[config.mk]
export PLATFORM = sky130hd
export DESIGN_NAME = seg_scan_disp
export DESIGN_NICKNAME = d
export VERILOG_FILES = /design/src/rtl/seg_scan_disp.sv
export SDC_FILE = /design/constraint.sdc
export NUM_CORES = 1
export LEC_CHECK = 0
export ABC_CLOCK_PERIOD_IN_PS = 4600
export CORE_MARGIN = 10
export CORE_UTILIZATION = 35
export CTS_BUF_LIST = sky130_fd_sc_hd__clkbuf_8 sky130_fd_sc_hd__clkbuf_16
export DETAILED_ROUTE_END_ITERATION = 8
export PLACE_DENSITY = 0.58
export SETUP_SLACK_MARGIN = 0.02
export SYNTH_ARGS = -nofsm -noshare
export SYNTH_HDL_FRONTEND = slang
export SYNTH_SLANG_ARGS = --single-unit
export TNS_END_PERCENT = 100
[constraint.sdc]
create_clock -name clk -period 4.6 [get_ports clk]
set_input_delay 0.69 -clock clk [delete_from_list [all_inputs] [get_ports clk]]
set_output_delay 0.69 -clock clk [all_outputs]
set_load 0.02 [all_outputs]
[src/rtl/seg_scan_disp.sv]
// Four-digit multiplexed seven-segment scanner for a 16-bit counter value,
// with a frame-coherent snapshot, leading-zero blanking and a stretched carry indicator.
module seg_scan_disp #(
  parameter int DIV_W     = 17,
  parameter int RC_FRAMES = 4
) (
  input  logic        clk,
  input  logic        rst_n,
  input  logic [15:0] cnt,
  input  logic        Rc,
  input  logic        freeze,
  input  logic        blank_lz,
  output logic [3:0]  an,
  output logic [6:0]  seg,
  output logic        dp
);

  localparam int STR_W = (RC_FRAMES < 1) ? 1 : $clog2(RC_FRAMES + 1);
  localparam logic [STR_W-1:0] STR_LOAD = STR_W'(RC_FRAMES);

  logic [DIV_W-1:0] presc_q, presc_d;
  logic [1:0]       idx_q, idx_d;
  logic [15:0]      shadow_q, shadow_d;
  logic [STR_W-1:0] str_q, str_d;
  logic             upd_q, upd_d;
  logic [3:0]       an_q, an_d;
  logic [6:0]       seg_q, seg_d;
  logic             dp_q, dp_d;

  logic       tick;
  logic       frame_end;
  logic       z3, z2, z1;
  logic [3:0] blank;
  logic [3:0] nib;

  function automatic logic [6:0] hex7(input logic [3:0] v);
    logic [6:0] p;
    case (v)
      4'h0: p = 7'h3F;
      4'h1: p = 7'h06;
      4'h2: p = 7'h5B;
      4'h3: p = 7'h4F;
      4'h4: p = 7'h66;
      4'h5: p = 7'h6D;
      4'h6: p = 7'h7D;
      4'h7: p = 7'h07;
      4'h8: p = 7'h7F;
      4'h9: p = 7'h6F;
      4'hA: p = 7'h77;
      4'hB: p = 7'h7C;
      4'hC: p = 7'h39;
      4'hD: p = 7'h5E;
      4'hE: p = 7'h79;
      default: p = 7'h71;
    endcase
    return p;
  endfunction

  always_comb begin
    tick      = &presc_q;
    frame_end = tick && (idx_q == 2'd3);

    presc_d  = presc_q + DIV_W'(1);
    idx_d    = tick ? idx_q + 2'd1 : idx_q;
    shadow_d = (frame_end && !freeze) ? cnt : shadow_q;
    upd_d    = tick;

    // Rc reload beats the frame-boundary decrement
    str_d = str_q;
    if (Rc) begin
      str_d = STR_LOAD;
    end else if (frame_end && (str_q != '0)) begin
      str_d = str_q - STR_W'(1);
    end

    z3    = blank_lz && (shadow_q[15:12] == 4'h0);
    z2    = z3 && (shadow_q[11:8] == 4'h0);
    z1    = z2 && (shadow_q[7:4] == 4'h0);
    blank = {z3, z2, z1, 1'b0};
    nib   = shadow_q[{idx_q, 2'b00} +: 4];

    an_d  = an_q;
    seg_d = seg_q;
    dp_d  = dp_q;
    if (upd_q) begin
      if (blank[idx_q]) begin
        an_d  = 4'b1111;
        seg_d = 7'h7F;
      end else begin
        an_d  = ~(4'b0001 << idx_q);
        seg_d = ~hex7(nib);
      end
      dp_d = !((idx_q == 2'd0) && (str_q != '0));
    end
  end

  always_ff @(posedge clk or negedge rst_n) begin
    if (!rst_n) begin
      presc_q  <= '0;
      idx_q    <= 2'd0;
      shadow_q <= 16'h0000;
      str_q    <= '0;
      upd_q    <= 1'b0;
      an_q     <= 4'b1111;
      seg_q    <= 7'h7F;
      dp_q     <= 1'b1;
    end else begin
      presc_q  <= presc_d;
      idx_q    <= idx_d;
      shadow_q <= shadow_d;
      str_q    <= str_d;
      upd_q    <= upd_d;
      an_q     <= an_d;
      seg_q    <= seg_d;
      dp_q     <= dp_d;
    end
  end

  assign an  = an_q;
  assign seg = seg_q;
  assign dp  = dp_q;

endmodule
==> qor.csv, run 1 <==
metric,value,unit
power.leakage,1.39,nW
gp_congestion,0.778,
slowest_delay,570,ps
syn_area_per_cell,11.9,µm²
maxCapViolations,0,
skew,7.38,ps
post_cts_resized,0,
worstSkewPairLatency,300,ps
worstSetupPathType,flip-flop to flip-flop,
layout.cells.non_filler,344,
path_max_fanout,16,
syn_inst,213,
ys_ff_latch,51,
ant_nets,0,
finalCriticalPeriod,2700,ps
post_cts_buffers,0,
place_area,2940,µm²
grt_overflow_total,0,
clockBufferDepth,2,
syn_nets,249,
syn_to_final_growth,20.5,%
final_cell_mix,"dfrtp_1 (39), clkdlybuf4s50_1 (31), mux2_2 (18), nor2_1 (17), ha_1 (15)",
yosysWarnings,0,
vias_per_cell,4.77,
route.vias.total,1640,
wirelength,4770,µm
synthDistinctLibCells,31,
drtIter0Drc,27,
critPathMostFrequentCell,ha_1,
design_area,3060,µm²
place_inst,336,
start_util,36.7,%
num_rows,30,
crit_path_top_delay_cell,nand3b_1,
grt_pass1_wl,8340,µm
grt_pass1_vias,1708,
setup_viol,0,
clkTransAtPathRegs,90,ps
p_per_area,260,nW/µm²
holdBufCountCts,0,
final_common_cell,dfrtp_1,
startpoint_type,flip-flop,
drc,0,
ir_worst_vdd,0.184,mV
die_area,11000,µm²
cts.sinks,51,
crit_path_cell_trace,ha_1 > nand3_1 > nor3_1 > and3_1 > ha_1 > nand3b_1 > mux2_2,
crit_arrival,2880,ps
end_kind,flip-flop,
worstPathRequired,4780,ps
drv_slew,0,
status,"complete, no violations",
worst_pin_slew,966,ps
hold_violations,0,
hp-class,flip-flop to flip-flop,
pin_count,33,
final.setup.tns,0,ps
drive_gt1_share,16.9,%
io_buffers,32,
synth_area,2530,µm²
grt.total_usage,8.92,%
fill_cells,693,
antenna_cells,0,
htreeDepth,2,
hpwl,3520,µm
max-slew-margin-rel,35.3,%
drt_first_pass_iters,4,
utilization,44.2,%
cts_buffers,5,
die_h,105,µm
fmax,0.370,GHz
die-width,105,µm
ctsRootBufferMaster,clkbuf_8,
setup_slack,1900,ps
avgRoutedWirePerCell,13.9,µm
cts_tree,built,
core_area,6910,µm²
antenna_found_initial,0,
grt_max_degree,52,
nNetsFinal,283,
ys_seq_area_share,50.9,%
post-route-period-util,58.7,%
place_ws,1870,ps
rsz0062_at_grt,false,
==> cells in the mapped netlist <==
master	count	share of area, %
dfrtp_1	39	38
mux2_2	18	8.0
nor2_1	17	2.5
ha_1	15	7.4
a21oi_1	12	2.4
dfstp_2	12	12
nand2_1	11	1.6
xnor2_1	11	3.8
inv_1	10	1.5
xor2_1	10	3.5
nand3_1	9	1.8
mux2i_1	8	3.2
o21ai_0	5	0.99
a31oi_1	3	0.74
and3_1	3	0.74
and4_1	3	1.0
nor3_1	3	0.59
nor4_1	3	0.74
buf_2	2	0.39
buf_6	2	0.89
clkbuf_1	2	0.30
mux4_1	2	2.1
mux4_2	2	1.8
nand2b_1	2	0.49
nand4_1	2	0.49
o22a_1	2	0.69
a311o_1	1	0.39
nand3b_1	1	0.30
nor2b_1	1	0.25
o31a_1	1	0.35
or2_1	1	0.25
==> path summary, 6_finish.rpt <==
| kind | start | end | slack [ps] | cells past startpoint |
|---|---|---|---|---|
| worst max-delay path | presc_q[0] | shadow_q[0] | 1900 | 7 |
| worst min-delay path | presc_q[15] | presc_q[15] | 470 | 1 |
| worst max register to register | presc_q[0] | shadow_q[0] | 1900 | 7 |
| worst min register to register | presc_q[15] | presc_q[15] | 470 | 1 |
| max in group asynchronous | rst_n | presc_q[0] | 3670 | 2 |
| min in group asynchronous | rst_n | shadow_q[13] | 490 | 2 |
==> metal layers <==
| metal | up-vias | part of all wire, % | global-route usage, % |
|---|---|---|---|
| li1 | 813 | - | - |
| met1 | 798 | 51 | 12.0 |
| met2 | 24 | 44 | 13.4 |
| met3 | 5 | 4.4 | 2.58 |
| met4 | 0 | 1.0 | 2.94 |
| met5 | - | 0 | 0 |
==> through the flow <==
step / power (mW) / hold slack, ps
final: 0.795 / 467
after global routing: 0.828 / 499
after CTS: 0.808 / 474
after detailed placement: 0.484 / 459
after global placement: 0.485 / 460
after floorplan: 0.457 / 394
==> worst max-delay path: cells and delay by family, from the launching register on <==
family | cells | cell delay (ps)
muxes | 1 | 500
DFF | 1 | 410
adders and majority gates | 2 | 440
and+or+nand+nor | 4 | 1230
==> report_power, final <==
group | internal [mW] | switching (mW) | leakage, nW
clock network | 0.176 | 0.143 | 0.0612
logic | 0.0152 | 0.0113 | 0.675
registers | 0.449 | 0.0000000000000000131 | 0.651
==> state kept, by name, indices dropped and copies added (netlist names) <==
| signal | cells |
|---|---|
| idx_q | 2 |
| upd_q | 1 |
| shadow_q | 16 |
| seg | 7 |
| str_q | 3 |
| dp | 1 |
| presc_q | 17 |
| an | 4 |
==> layout make-up <==
cell class	instances	area, µm²	share of cell area (%)
Sequential cell	51	1290	42.3
Multi-Input combinational cell	146	1170	38.2
Timing Repair Buffer	33	323	10.6
Tap cell	96	120	3.93
Clock buffer	6	82.6	2.70
Inverter	10	37.5	1.23
Clock inverter	2	35.0	1.15
==> cell families (layout without fill, tap and decap cells) <==
group	after synthesis	in the layout	synth area share [%]
simple gates	56	56	10.8
flops	51	51	50.9
mux	30	30	15.0
compound gates	24	24	5.53
xor+xnor	21	21	7.26
buf+inv	16	51	3.06
fa+ha+maj	15	15	7.40
Power figures use the tool's default switching activity.
==> inputs of run 2 (changes only) <==
ABC_CLOCK_PERIOD_IN_PS = 2200   (was 4600)
PLACE_DENSITY = 0.6   (was 0.58)
clock period = 2.2 ns   (was 4.6 ns; I/O delays follow)
==> qor.csv, run 2 (synthesis results as in run 1) <==
metric,value,unit,change
maxCapViolations,0,,unchanged
design_area,3180,µm²,+4.1%
setup_slack,187,ps,-1710 ps
final.setup.tns,0,ps,unchanged
num_rows,30,,unchanged
max-slew-margin-rel,37.8,%,+2.4 points
drv_slew,0,,unchanged
status,"complete, no violations",,
die_h,105,µm,unchanged
path_max_fanout,16,,unchanged
hp-class,flip-flop to flip-flop,,
drt_first_pass_iters,4,,unchanged
largest_register_ffs,17,,unchanged
p_per_area,521,nW/µm²,+100%
start_util,36.7,%,unchanged
syn_to_final_growth,25.5,%,
cts.sinks,51,,unchanged
end_kind,flip-flop,,
fmax,0.497,GHz,+34%
crit_path_top_delay_cell,dfrtp_1,,
worst_pin_slew,929,ps,-36.5 ps
clockBufferDepth,2,,unchanged
utilization,46.1,%,+1.8 points
clkTransAtPathRegs,90,ps,about the same
power.leakage,1.45,nW,+4.3%
power.total,1.66,mW,+110%
ant_nets,0,,unchanged
place_ws,82.6,ps,-1790 ps
vias_per_cell,4.85,,+1.6%
layout.cells.non_filler,355,,+3.2%
cp_num_buf_inv,1,,+1
grt.total_usage,9.36,%,+0.44 points
worstSkewPairLatency,310,ps,about the same
drc,0,,unchanged
cp_top_family,simple AND/OR/NAND/NOR gates,,
antenna_found_initial,0,,unchanged
rsz0062_at_grt,false,,
place_area,3020,µm²,+2.8%
hpwl,3710,µm,+5.6%
core_area,6910,µm²,unchanged
ctsRootBufferMaster,clkbuf_8,,
slowest_delay,400,ps,-170 ps
grt_pass1_wl,8680,µm,+4.1%
io_buffers,32,,unchanged
grt_overflow_total,0,,unchanged
worstSetupPathType,flip-flop to flip-flop,,
hold_ws,476,ps,+8.48 ps
skew,8.04,ps,+0.661 ps
worstPathRequired,2400,ps,-2380 ps
post-route-period-util,91.5,%,+33 points
wirelength,5010,µm,+5.1%
pin_count,33,,unchanged
drtIter0Drc,61,,+130%
final_cell_mix,"dfrtp_1 (39), clkdlybuf4s50_1 (31), mux2_2 (18), nor2_1 (17), ha_1 (14)",,
route.vias.total,1720,,+4.9%
crit_path_cell_trace,and4_4 > nand3_1 > nor3_2 > and3_1 > ha_4 > nand3b_1 > buf_12 > mux2_2,,
setup_viol,0,,unchanged
hold_violations,0,,unchanged
die_area,11000,µm²,unchanged
crit_arrival,2210,ps,-670 ps
regMostFlops,presc_q,,
grt_max_degree,32,,-38%
finalCriticalPeriod,2010,ps,-687 ps
place_inst,343,,+2.1%
final_common_cell,dfrtp_1,,
gp_congestion,0.766,,-1.4%
grt_pass1_vias,1780,,+4.2%
nNetsFinal,294,,+3.9%
antenna_cells,0,,unchanged
avgRoutedWirePerCell,14.1,µm,+1.9%
drive_gt1_share,21.2,%,+4.3 points
htreeDepth,2,,unchanged
cts_buffers,5,,unchanged
startpoint_type,flip-flop,,
ir_worst_vdd,0.342,mV,+86%
fill_cells,665,,-4.0%
die-width,105,µm,unchanged
cts_tree,built,,
## run 2: cell count changes in the layout (fill, tap and decap cells not counted)
cell	before	now
nor3_1	3	2
dlygate4sd3_1	0	1
clkinv_4	0	1
nor3_2	0	1
clkbuf_8	6	5
ha_1	15	14
and4_4	0	1
buf_4	1	9
and4_1	3	2
ha_4	0	1
buf_12	0	2
## run 2: worst reg2reg max path, cell delays in order, from the launching register on
cell      delay [ps]
dfrtp_1          400
and4_4           230
nand3_1          110
nor3_2           180
and3_1           230
ha_4             170
nand3b_1         130
buf_12           180
mux2_2           270
## run 2: what timing repair did
item / 4_1_cts / 5_1_grt
hold endpoints to repair: 20 / 0
hold buffers: 1 / 0
endpoints found under the setup margin: 0 / 18
setup buffers: 0 / 3
gates resized for setup: 0 / 3
## run 2: routing by layer
metal | global-route usage, % | vias up | part of all wire, %
met5 | 0 | - | 0
met4 | 2.94 | 0 | 1.8
met3 | 3.01 | 9 | 4.9
met2 | 14.7 | 34 | 45
met1 | 11.9 | 844 | 48
li1 | - | 833 | -
## run 2: report_power, final
group          total (mW)          switching, mW  internal [mW]
sequential          0.938  0.0000000000000000325          0.938
clock               0.661                  0.322          0.339
combinational      0.0594                 0.0241         0.0353
total                1.66                  0.346           1.31
## run 2: path summary, 6_finish.rpt
path	from	to	slack [ps]	cells past startpoint
worst max-delay path	presc_q[6]	shadow_q[13]	190	8
worst min-delay path	presc_q[15]	presc_q[15]	480	1
worst max register to register	presc_q[6]	shadow_q[13]	190	8
worst min register to register	presc_q[15]	presc_q[15]	480	1
max in group asynchronous	rst_n	seg[3]	1090	3
min in group asynchronous	rst_n	shadow_q[4]	500	2
## run 2: final cells by class
type                            instances  area (µm²)  area share (%)
Tap cell                               96         120            3.78
Clock buffer                            5        68.8            2.16
Timing Repair Buffer                   44         433            13.6
Sequential cell                        51        1290            40.6
Multi-Input combinational cell        146        1190            37.3
Clock inverter                          3        43.8            1.38
Inverter                               10        37.5            1.18
==> inputs of run 3 (changes only) <==
CORE_UTILIZATION = 45   (was 35)
PLACE_DENSITY = 0.73   (was 0.6)
==> qor.csv, run 3 (synthesis results as in run 1) <==
metric,value,unit,change
clkTransAtPathRegs,90,ps,about the same
grt_pass1_wl,8200,µm,-5.6%
slowest_delay,400,ps,about the same
start_util,46.3,%,+9.6 points
hpwl,3500,µm,-5.8%
crit_arrival,2240,ps,+30 ps
die-width,95.1,µm,-9.6%
ir_worst_vdd,0.533,mV,+56%
antenna_found_initial,0,,unchanged
num_rows,27,,-10%
setup_viol,0,,unchanged
drc,0,,unchanged
cp_num_buf_inv,1,,unchanged
maxCapViolations,0,,unchanged
grt.total_usage,11.2,%,+1.8 points
nNetsFinal,291,,-1.0%
drt_first_pass_iters,4,,unchanged
grt_overflow_total,0,,unchanged
final_common_cell,dfrtp_1,,
cp_top_family,simple AND/OR/NAND/NOR gates,,
final.setup.tns,0,ps,unchanged
route.met3.wl,228,µm,-6.9%
finalCriticalPeriod,2050,ps,+35.1 ps
worst_pin_slew,611,ps,-318 ps
ctsRootBufferMaster,clkbuf_8,,
drv_slew,0,,unchanged
path_max_fanout,16,,unchanged
core_area,5470,µm²,-21%
wirelength,4820,µm,-3.8%
crit_path_cell_trace,ha_1 > nand3_2 > nor3_2 > and3_1 > ha_4 > nand3b_1 > buf_12 > mux2_2,,
cts_buffers,5,,unchanged
worstSkewPairLatency,300,ps,about the same
startpoint_type,flip-flop,,
utilization,57.3,%,+11 points
post-route-period-util,93.1,%,+1.6 points
status,"complete, no violations",,
ant_nets,0,,unchanged
skew,7.15,ps,-0.887 ps
grt_max_degree,52,,+63%
place_inst,317,,-7.6%
design_area,3140,µm²,-1.4%
pin_count,33,,unchanged
drive_gt1_share,21.5,%,+0.25 points
fmax,0.488,GHz,-1.7%
crit_path_top_delay_cell,dfrtp_1,,
top_layer,met4,,
avgRoutedWirePerCell,14.7,µm,+4.1%
gp_congestion,0.838,,+9.4%
worstPathRequired,2390,ps,about the same
p_per_area,559,nW/µm²,+7.3%
wl_met1,2210,µm,-7.8%
largest_register_ffs,17,,unchanged
grt_pass1_vias,1744,,-2.0%
holdBufCountCts,0,,-1
wl_met2,2350,µm,+3.3%
end_kind,flip-flop,,
cts_tree,built,,
final_cell_mix,"dfrtp_1 (39), clkdlybuf4s50_1 (31), mux2_2 (18), nor2_1 (17), ha_1 (14)",,
power.leakage,1.43,nW,-1.4%
hold_violations,0,,unchanged
max-slew-margin-rel,59.2,%,+21 points
route.vias.total,1653,,-3.9%
die_h,95.1,µm,-9.6%
cts.sinks,51,,unchanged
htreeDepth,2,,unchanged
antenna_cells,0,,unchanged
place_area,2960,µm²,-1.9%
regMostFlops,presc_q,,
hp-class,primary input to asynchronous set/reset pin,,
clockBufferDepth,2,,unchanged
vias_per_cell,5.04,,+4.0%
io_buffers,32,,unchanged
rsz0062_at_grt,false,,
syn_to_final_growth,23.7,%,
layout.cells.non_filler,328,,-7.6%
worstSetupPathType,flip-flop to flip-flop,,
die_area,9040,µm²,-18%
drtIter0Drc,51,,-16%
-- run 3: layout make-up --
class | instances | area, µm²
clock buffer | 5 | 68.8
clock inverter | 3 | 67.6
fill | 470 | 2340
inverter | 10 | 37.5
multi-input combinational | 146 | 1180
sequential | 51 | 1290
tap | 72 | 90.1
timing repair buffer | 41 | 395
-- run 3: worst paths after layout --
check	start	to	depth (start not counted)	slack, ps
setup / recovery	presc_q[0]	shadow_q[11]	8	150
hold / removal	rst_n	presc_q[7]	2	120
setup reg to reg	presc_q[0]	shadow_q[11]	8	150
hold reg to reg	presc_q[14]	presc_q[14]	1	480
max in group asynchronous	rst_n	shadow_q[8]	2	1670
min in group clk	presc_q[14]	presc_q[14]	1	480
-- run 3: through the flow --
stage               setup slack [ps]  hold WS, ps  total power, mW
floorplan                       58.5         34.4            0.957
global placement                 130          460             1.01
detailed placement              24.4          467             1.01
CTS                             43.3          138             1.78
global route                    31.2          181             1.82
finish                           151          117             1.75
-- run 3: metal layers --
| metal | up-vias | track usage (%) |
|---|---|---|
| li1 | 825 | - |
| met1 | 798 | 14.3 |
| met2 | 26 | 18.1 |
| met3 | 4 | 3.38 |
| met4 | 0 | 2.99 |
| met5 | - | 0 |
-- run 3: worst reg2reg max path, stage by stage, from the launching register on --
cell and delay [ps]:
dfrtp_1 400, ha_1 220, nand3_2 110, nor3_2 220
and3_1 220, ha_4 170, nand3b_1 130, buf_12 180
mux2_2 270
-- run 3: what timing repair did --
action,CTS,global route
setup endpoints to repair,14,19
pin swaps,0,1
resized for setup,1,4
setup buffers,0,3
-- run 3: where the power goes --
group,switching [mW],internal [mW]
Combinational,0.0229,0.0318
Clock,0.308,0.453
Sequential,0.0000000000000000273,0.938
